### src/rtl/sw_debounce_edge.sv
// sw_debounce_edge
// Conditions raw slide-switch / push-button inputs. Each channel goes
// through a 2-FF synchronizer and a stability counter. The channel then
// produces a clean level, one-cycle rise and fall pulses, and a state bit
// that flips on every press.
module sw_debounce_edge #(
  parameter int NUM_CH = 4,
  parameter int CNT_W  = 32
) (
  input  logic              clk,
  input  logic              reset,
  input  logic [CNT_W-1:0]  i_db_th,
  input  logic [NUM_CH-1:0] sw,
  output logic [NUM_CH-1:0] o_sw_level,
  output logic [NUM_CH-1:0] o_rise,
  output logic [NUM_CH-1:0] o_fall,
  output logic [NUM_CH-1:0] o_toggle
);

  localparam logic [CNT_W-1:0] CNT_ONE = CNT_W'(1);

  // A threshold of zero makes no sense as "cycles of stability".
  // It is therefore treated as one, so a single mismatching sample is enough.
  function automatic logic [CNT_W-1:0] eff_threshold(input logic [CNT_W-1:0] th);
    eff_threshold = (th == '0) ? CNT_ONE : th;
  endfunction

  logic [NUM_CH-1:0] sync_p0;
  logic [NUM_CH-1:0] sync_p1;
  logic [CNT_W-1:0]  cnt_p2 [NUM_CH];
  logic [CNT_W-1:0]  th_last;

  // Fire point is one below the effective threshold, because the counter
  // holds the number of mismatching edges seen *before* the current one.
  always_comb begin
    th_last = eff_threshold(i_db_th) - CNT_ONE;
  end

  // ---- stage p0/p1: two-flop synchronizer for the asynchronous pins ----
  // Capture raw pins, then re-register to resolve metastability.
  always_ff @(posedge clk or posedge reset) begin
    if (reset) begin
      sync_p0 <= '0;
      sync_p1 <= '0;
    end else begin
      sync_p0 <= sw;
      sync_p1 <= sync_p0;
    end
  end

  // ---- stage p2: stability filter, level, edge pulses, press toggle ----
  // Count consecutive disagreeing samples and commit the new level once the
  // run is long enough. Any agreeing sample discards the run. The ">="
  // compare lets a lowered threshold take effect at once. It also stops the
  // counter from running past the fire point, so the counter cannot wrap.
  always_ff @(posedge clk or posedge reset) begin
    if (reset) begin
      o_sw_level <= '0;
      o_rise     <= '0;
      o_fall     <= '0;
      o_toggle   <= '0;
      for (int c = 0; c < NUM_CH; c++) begin
        cnt_p2[c] <= '0;
      end
    end else begin
      for (int c = 0; c < NUM_CH; c++) begin
        o_rise[c] <= 1'b0;
        o_fall[c] <= 1'b0;
        if (sync_p1[c] == o_sw_level[c]) begin
          cnt_p2[c] <= '0;
        end else if (cnt_p2[c] >= th_last) begin
          o_sw_level[c] <= sync_p1[c];
          cnt_p2[c]     <= '0;
          o_rise[c]     <= sync_p1[c];
          o_fall[c]     <= ~sync_p1[c];
          if (sync_p1[c]) begin
            o_toggle[c] <= ~o_toggle[c];
          end
        end else begin
          cnt_p2[c] <= cnt_p2[c] + CNT_ONE;
        end
      end
    end
  end

endmodule
### config.mk
export PLATFORM = sky130hd
export DESIGN_NAME = sw_debounce_edge
export DESIGN_NICKNAME = d
export VERILOG_FILES = /design/src/rtl/sw_debounce_edge.sv
export SDC_FILE = /design/constraint.sdc
export NUM_CORES = 1
export LEC_CHECK = 0
export ABC_AREA = 1
export CORE_MARGIN = 10
export CORE_UTILIZATION = 45
export DETAILED_ROUTE_END_ITERATION = 7
export PLACE_DENSITY_LB_ADDON = 0.05
export SYNTH_ARGS = -nofsm -noshare
export SYNTH_HDL_FRONTEND = slang
export SYNTH_SLANG_ARGS = --single-unit
### constraint.sdc
create_clock -name clk -period 7.32 [get_ports clk]
set_input_delay 1.464 -clock clk [delete_from_list [all_inputs] [get_ports clk]]
set_output_delay 1.464 -clock clk [all_outputs]
set_load 0.01 [all_outputs]
### Word level (Yosys, flattened, before mapping)

Index checks and enable logic that the tools add are counted.

| operators by class | value |
|---|---|
| add/subtract/negate cells | 5 |
| $lt $le $gt $ge | 4 |
| equality and inequality tests | 4 |
| muxes and demuxes | 25 |
| bitwise logic cells | 12 |
| reductions and logical operators | 9 |

Operators by type and width:

| kind | count |
|---|---|
| $mux W32 | 9 |
| $add A32 B1 Y32 const B | 4 |
| $ge A32 B32 Y1 | 4 |
| $logic_not A32 Y1 | 1 |
| $sub A32 B1 Y32 const B | 1 |
| $mux W1 | 16 |
| $not A1 Y1 | 12 |
| $reduce_and A3 Y1 | 4 |
| $reduce_and A2 Y1 | 4 |
| $eq A1 B1 Y1 | 4 |

| storage, ports and cells | value |
|---|---|
| bits in registers | 152 |
| output and inout bits | 16 |
| logic and storage cells | 75 |

### Depth between registers and ports, before layout

| logic depth | value |
|---|---|
| word-level depth | 6 |
| depth in mapped cells | 28 |

### Worst setup path before layout

No wires, ideal clock.

| path | value |
|---|---|
| path type | input port to flip-flop |
| start point | input port i_db_th[21] |
| end point | register cnt_p2[73] (netlist bit) |
| setup time | 0.122 ns |
| arrival time | 4.716 ns |
| slack | 2.481 ns |
| cell stages on the path | 24 |
| path through | inv_2 -> nand2_1 -> nor2_1 -> nand2_1 -> nor2_1 -> a21oi_1 -> ha_1 -> nand3_2 -> nor2_4 -> nand2_2 -> nor2_1 -> nand2_1 -> nor3_1 -> xor2_1 -> ha_1 -> nand4_1 -> nor3_1 -> and2_1 -> nand2_1 -> nor2_2 -> nand3_2 -> nand4_4 -> buf_6 -> nor2_2 |

| on the way | value |
|---|---|
| word-level cells in the longest chain between the ends | 6 |

Ends and longest elaborated chain:

| element | line | text |
|---|---|---|
| start, declared | 12 | `input logic [CNT_W-1:0] i_db_th,` |
| $logic_not A32 Y1 | 25 | `eff_threshold = (th == '0) ? CNT_ONE : th;` |
| $mux W32 (*) | 25 |  |
| $sub A32 B1 Y32 (*) | 36 | `th_last = eff_threshold(i_db_th) - CNT_ONE;` |
| $ge A32 B32 Y1 (*) | 71 | `end else if (cnt_p2[c] >= th_last) begin` |
| $mux W32 (*) | 71 |  |
| $mux W32 (*) | 69 | `if (sync_p1[c] == o_sw_level[c]) begin` |
| end signal, assigned by index | 80 | `cnt_p2[c] <= cnt_p2[c] + CNT_ONE;` |
| end, declared | 30 | `logic [CNT_W-1:0] cnt_p2 [NUM_CH];` |

Mark *: on every way between the ends. The rest lies on a longest branch, timed or not.
A chain may end at the register's enable or synchronous reset.

### Final worst setup path

| path | value |
|---|---|
| start point | input port i_db_th[17] |
| end point | register o_sw_level[0] |

| on the way | value |
|---|---|
| word-level cells in the longest chain between the ends | 5 |

Ends and longest elaborated chain:

| element | line | text |
|---|---|---|
| $logic_not A32 Y1 | 25 |  |
| $mux W32 (*) | 25 |  |
| $sub A32 B1 Y32 (*) | 36 |  |
| $ge A32 B32 Y1 (*) | 71 |  |
| $reduce_and A2 Y1 (no line) (*) | - |  |
| end signal, assigned by index | 72 | `o_sw_level[c] <= sync_p1[c];` |
| end, declared | 14 | `output logic [NUM_CH-1:0] o_sw_level,` |

Marks and branches as above.

==> results.py <==
metrics = {
    "routing": {
        "drt_iter0_markers": 669,
        "routed-wl-met2_microns": 15700,
        "topRoutingLayerUsed": "met4",
        "drc_errors": 0,
        "dr.pass1.iters": 5,
        "dr_wl_met3_microns": 1670,
        "drt_wl_total_microns": 33400,
        "via_count": 9987,
        "drt-met1-wl_microns": 15200,
        "ant_nets": 0,
        "wl_per_cell_microns": 17.6,
        "via_per_inst": 5.24,
    },
    "synthesis": {
        "synth_area_sq_um": 11800,
        "ys_ff_latch": 152,
        "netlist_top_cells_area": "dfrtp_1, ha_1, nand2_1",
        "yosysUniqueCellTypes": 40,
        "synth-edff-count": 0,
        "synthCells": 1493,
        "synth_nets": 1660,
        "seq_area_frac_synth": 0.322,
        "synthArstFlopShare": 1.00,
        "synth-warning-count": 0,
        "synth_top_cell_by_area": "dfrtp_1",
        "synthFlopType": "dfrtp_1",
        "synth_top_area_frac": 0.322,
        "syn_area_per_cell_sq_um": 7.91,
    },
    "floorplanning": {
        "die_w_microns": 182,
        "rows": 59,
        "initial_core_util": 0.456,
        "die_h_microns": 182,
        "coreArea_sq_um": 25900,
        "die_area_sq_um": 33100,
        "ios": 54,
    },
    "timing": {
        "finalHoldViolCount": 0,
        "post-route-min-period_ps": 5790,
        "rsz0062_at_grt": "no",
        "relSlewSlack": 0.199,
        "fmax_mhz": 173,
        "layout_setup_ws_ps": 1530,
        "setup_tns_ps": 0,
        "maxSlewViolCount": 0,
        "skew_ps": 13.9,
        "post-route-period-util": 0.790,
        "setup_viol": 0,
        "tightest_slew_ps": 1200,
    },
    "global_routing": {
        "antenna_found_initial": 0,
        "grt_overflow": 0,
        "grt_pass1_wl_microns": 54000,
        "grt_start_max_net_pins": 87,
        "grt_pass1_vias": 9798,
        "grt_usage": 0.205,
    },
    "clock_network": {
        "ctsResizeCount": 0,
        "ctsLongestPathBuffers": 2,
        "hold_buffers": 0,
        "cts.sinks": 152,
        "postCtsSetupBuffers": 0,
        "cts_max_level": 4,
        "cts_root_buf": "clkbuf_16",
        "cts_buffers": 17,
        "clock_latency_ps": 440,
        "cts_tree": "done",
        "path_clk_slew_ps": 70,
    },
    "finish": {
        "nNetsFinal": 1724,
        "diodes": 0,
        "utilization": 0.512,
        "ff_latch_area_sq_um": 3800,
        "area_delta_synth_final_pct": 12.3,
        "fillers": 2561,
        "drive_gt1_frac": 0.115,
        "multi_input_area_sq_um": 7090,
    },
    "worst_setup_path": {
        "path_class": "in -> reg",
        "r2r_setup_slack_ps": 4550,
        "cp.required_ps": 7650,
        "ff2ff_path_depth": 16,
        "cpMaxStageDelayCell": "clkdlybuf4s50_1",
        "worstPathArrival_ps": 6120,
        "critPathLaunch": "i_db_th[17]",
        "slowest_delay_ps": 580,
        "cp_common_cell": "nand2_1",
        "setup.worst_path.start_class": "primary input",
        "r2r-end": "o_sw_level[0]",
        "r2r_start": "cnt_p2[96]",
        "crit_end": "o_sw_level[0]",
        "critPathMaxFanout": 36,
        "end_kind": "flip-flop",
    },
    "flow_run": {
        "maxCapViolCount": 0,
    },
    "placed_design": {
        "place.gp.congestion": 0.928,
        "dp_hpwl_microns": 25400,
        "dp_worst_setup_slack_ps": 1140,
        "port_buffers": 53,
    },
    "pwr": {
        "p_leak_nw": 6.13,
        "ir_drop_mv": 0.155,
        "p_per_area_nw_per_um2": 145,
    },
    "hold_path": {
        "min_path_type": "reg -> reg",
        "worstHoldStart": "sync_p0[0]",
    },
    "status": {
        "outcome": "complete, no violations",
    },
}
[worst max-delay path: cells and delay by family]
family	cells	cell delay, ps
and+or+nand+nor	19	2250
buffers and inverters	6	1270
xor gates and xnor gates	1	570
adders and majority gates	2	360
AOI/OAI and AO/OA	1	140
[stage by stage]
| stage | cell area, sq um | hold WS, ps | cells | power (mW) |
|---|---|---|---|---|
| detailed placement | 12700 | 335 | 1873 | 1.07 |
| global route | 13300 | 354 | 1905 | 2.00 |
| global placement | 12700 | 331 | 1873 | 1.07 |
| finish | 13300 | 350 | 1905 | 1.92 |
| floorplan | 11800 | 331 | 1493 | 0.979 |
| CTS | 13300 | 352 | 1905 | 1.94 |
[layout by cell type, fill, tap and decap left out, drive strengths merged]
| cell type | count |
|---|---|
| xnor2 | 23 |
| xor2 | 82 |
| nor3b | 3 |
| or2 | 17 |
| o221a | 3 |
| o21bai | 1 |
| nand3 | 115 |
| ha | 129 |
| and2 | 4 |
| o22ai | 2 |
| clkbuf | 17 |
| nor4 | 19 |
| nor2 | 181 |
| nor3 | 134 |
| dfrtp | 152 |
| buf | 13 |
| a31o | 1 |
| nand4 | 40 |
| nand3b | 3 |
| a21oi | 43 |
| nand2 | 279 |
| clkdlybuf4s50 | 53 |
| a211oi | 11 |
| inv | 210 |
| clkinvlp | 2 |
| clkinv | 4 |
| o21ai | 27 |
| or4 | 1 |
| o32ai | 1 |
[registers in the layout, summed over array words and instances, names as in the netlist]
signal and count:
sync_p0 4, o_toggle 4, o_fall 4, o_sw_level 4, cnt_p2 128, o_rise 4, sync_p1 4
[cell usage after synthesis, types with 2 or more instances]
master / number
nand2_1: 272
buf_4: 2
or2_2: 16
nor2_1: 152
nor2_4: 2
nand3_1: 108
nand3_2: 4
nor3_1: 72
a21oi_1: 43
nand2_2: 5
nand4_4: 2
xnor2_1: 23
nor4_2: 2
nand3_4: 3
inv_2: 4
inv_1: 196
clkbuf_1: 10
o22ai_1: 2
dfrtp_1: 152
nand4_1: 37
nand3b_1: 3
buf_6: 9
o21ai_0: 27
and2_1: 4
nor3b_1: 3
nor3_2: 62
o221a_2: 3
nor4_1: 17
ha_1: 129
nand2_4: 2
nor2_2: 27
xor2_1: 82
a211oi_1: 11
[area by class of cell]
cell class,count,share of cell area
Clock inverter,15,0.00972
Multi-Input combinational cell,1119,0.535
Timing Repair Buffer,66,0.0474
Tap cell,335,0.0316
Clock buffer,17,0.0321
Inverter,201,0.0573
Sequential cell,152,0.287
[where the power goes]
part | total, mW | switching, mW | internal (mW) | leakage (nW)
Sequential | 0.855 | 0.00801 | 0.847 | 2.10
Combinational | 0.193 | 0.130 | 0.0630 | 3.76
Clock | 0.870 | 0.422 | 0.448 | 0.272
Total | 1.92 | 0.561 | 1.36 | 6.13
[how the worst min path moves through the flow]
stage                       endpoint  slack (ps)  depth (start not counted)
after global placement    sync_p1[3]         330                          0
after CTS                 sync_p1[0]         350                          0
after detailed placement  sync_p1[0]         330                          0
final                     sync_p1[0]         350                          0
after floorplan           sync_p1[0]         330                          0
after global routing      sync_p1[0]         350                          0
[kinds of logic (layout without fill, tap and decap cells)]
kind of cell,after synthesis,after routing,share of synthesized area
and+or+nand+nor,796,796,0.343
adders and majority gates,129,129,0.137
AOI/OAI and AO/OA,89,89,0.0427
buffers and inverters,222,299,0.0770
xor gates and xnor gates,105,105,0.0779
DFF,152,152,0.322
[metal layers]
layer,up-vias,GRT usage
met5,-,0
met4,0,0.0693
met3,46,0.0408
met2,195,0.333
met1,4681,0.265
li1,5065,-
(Power assumes the default switching activity.)
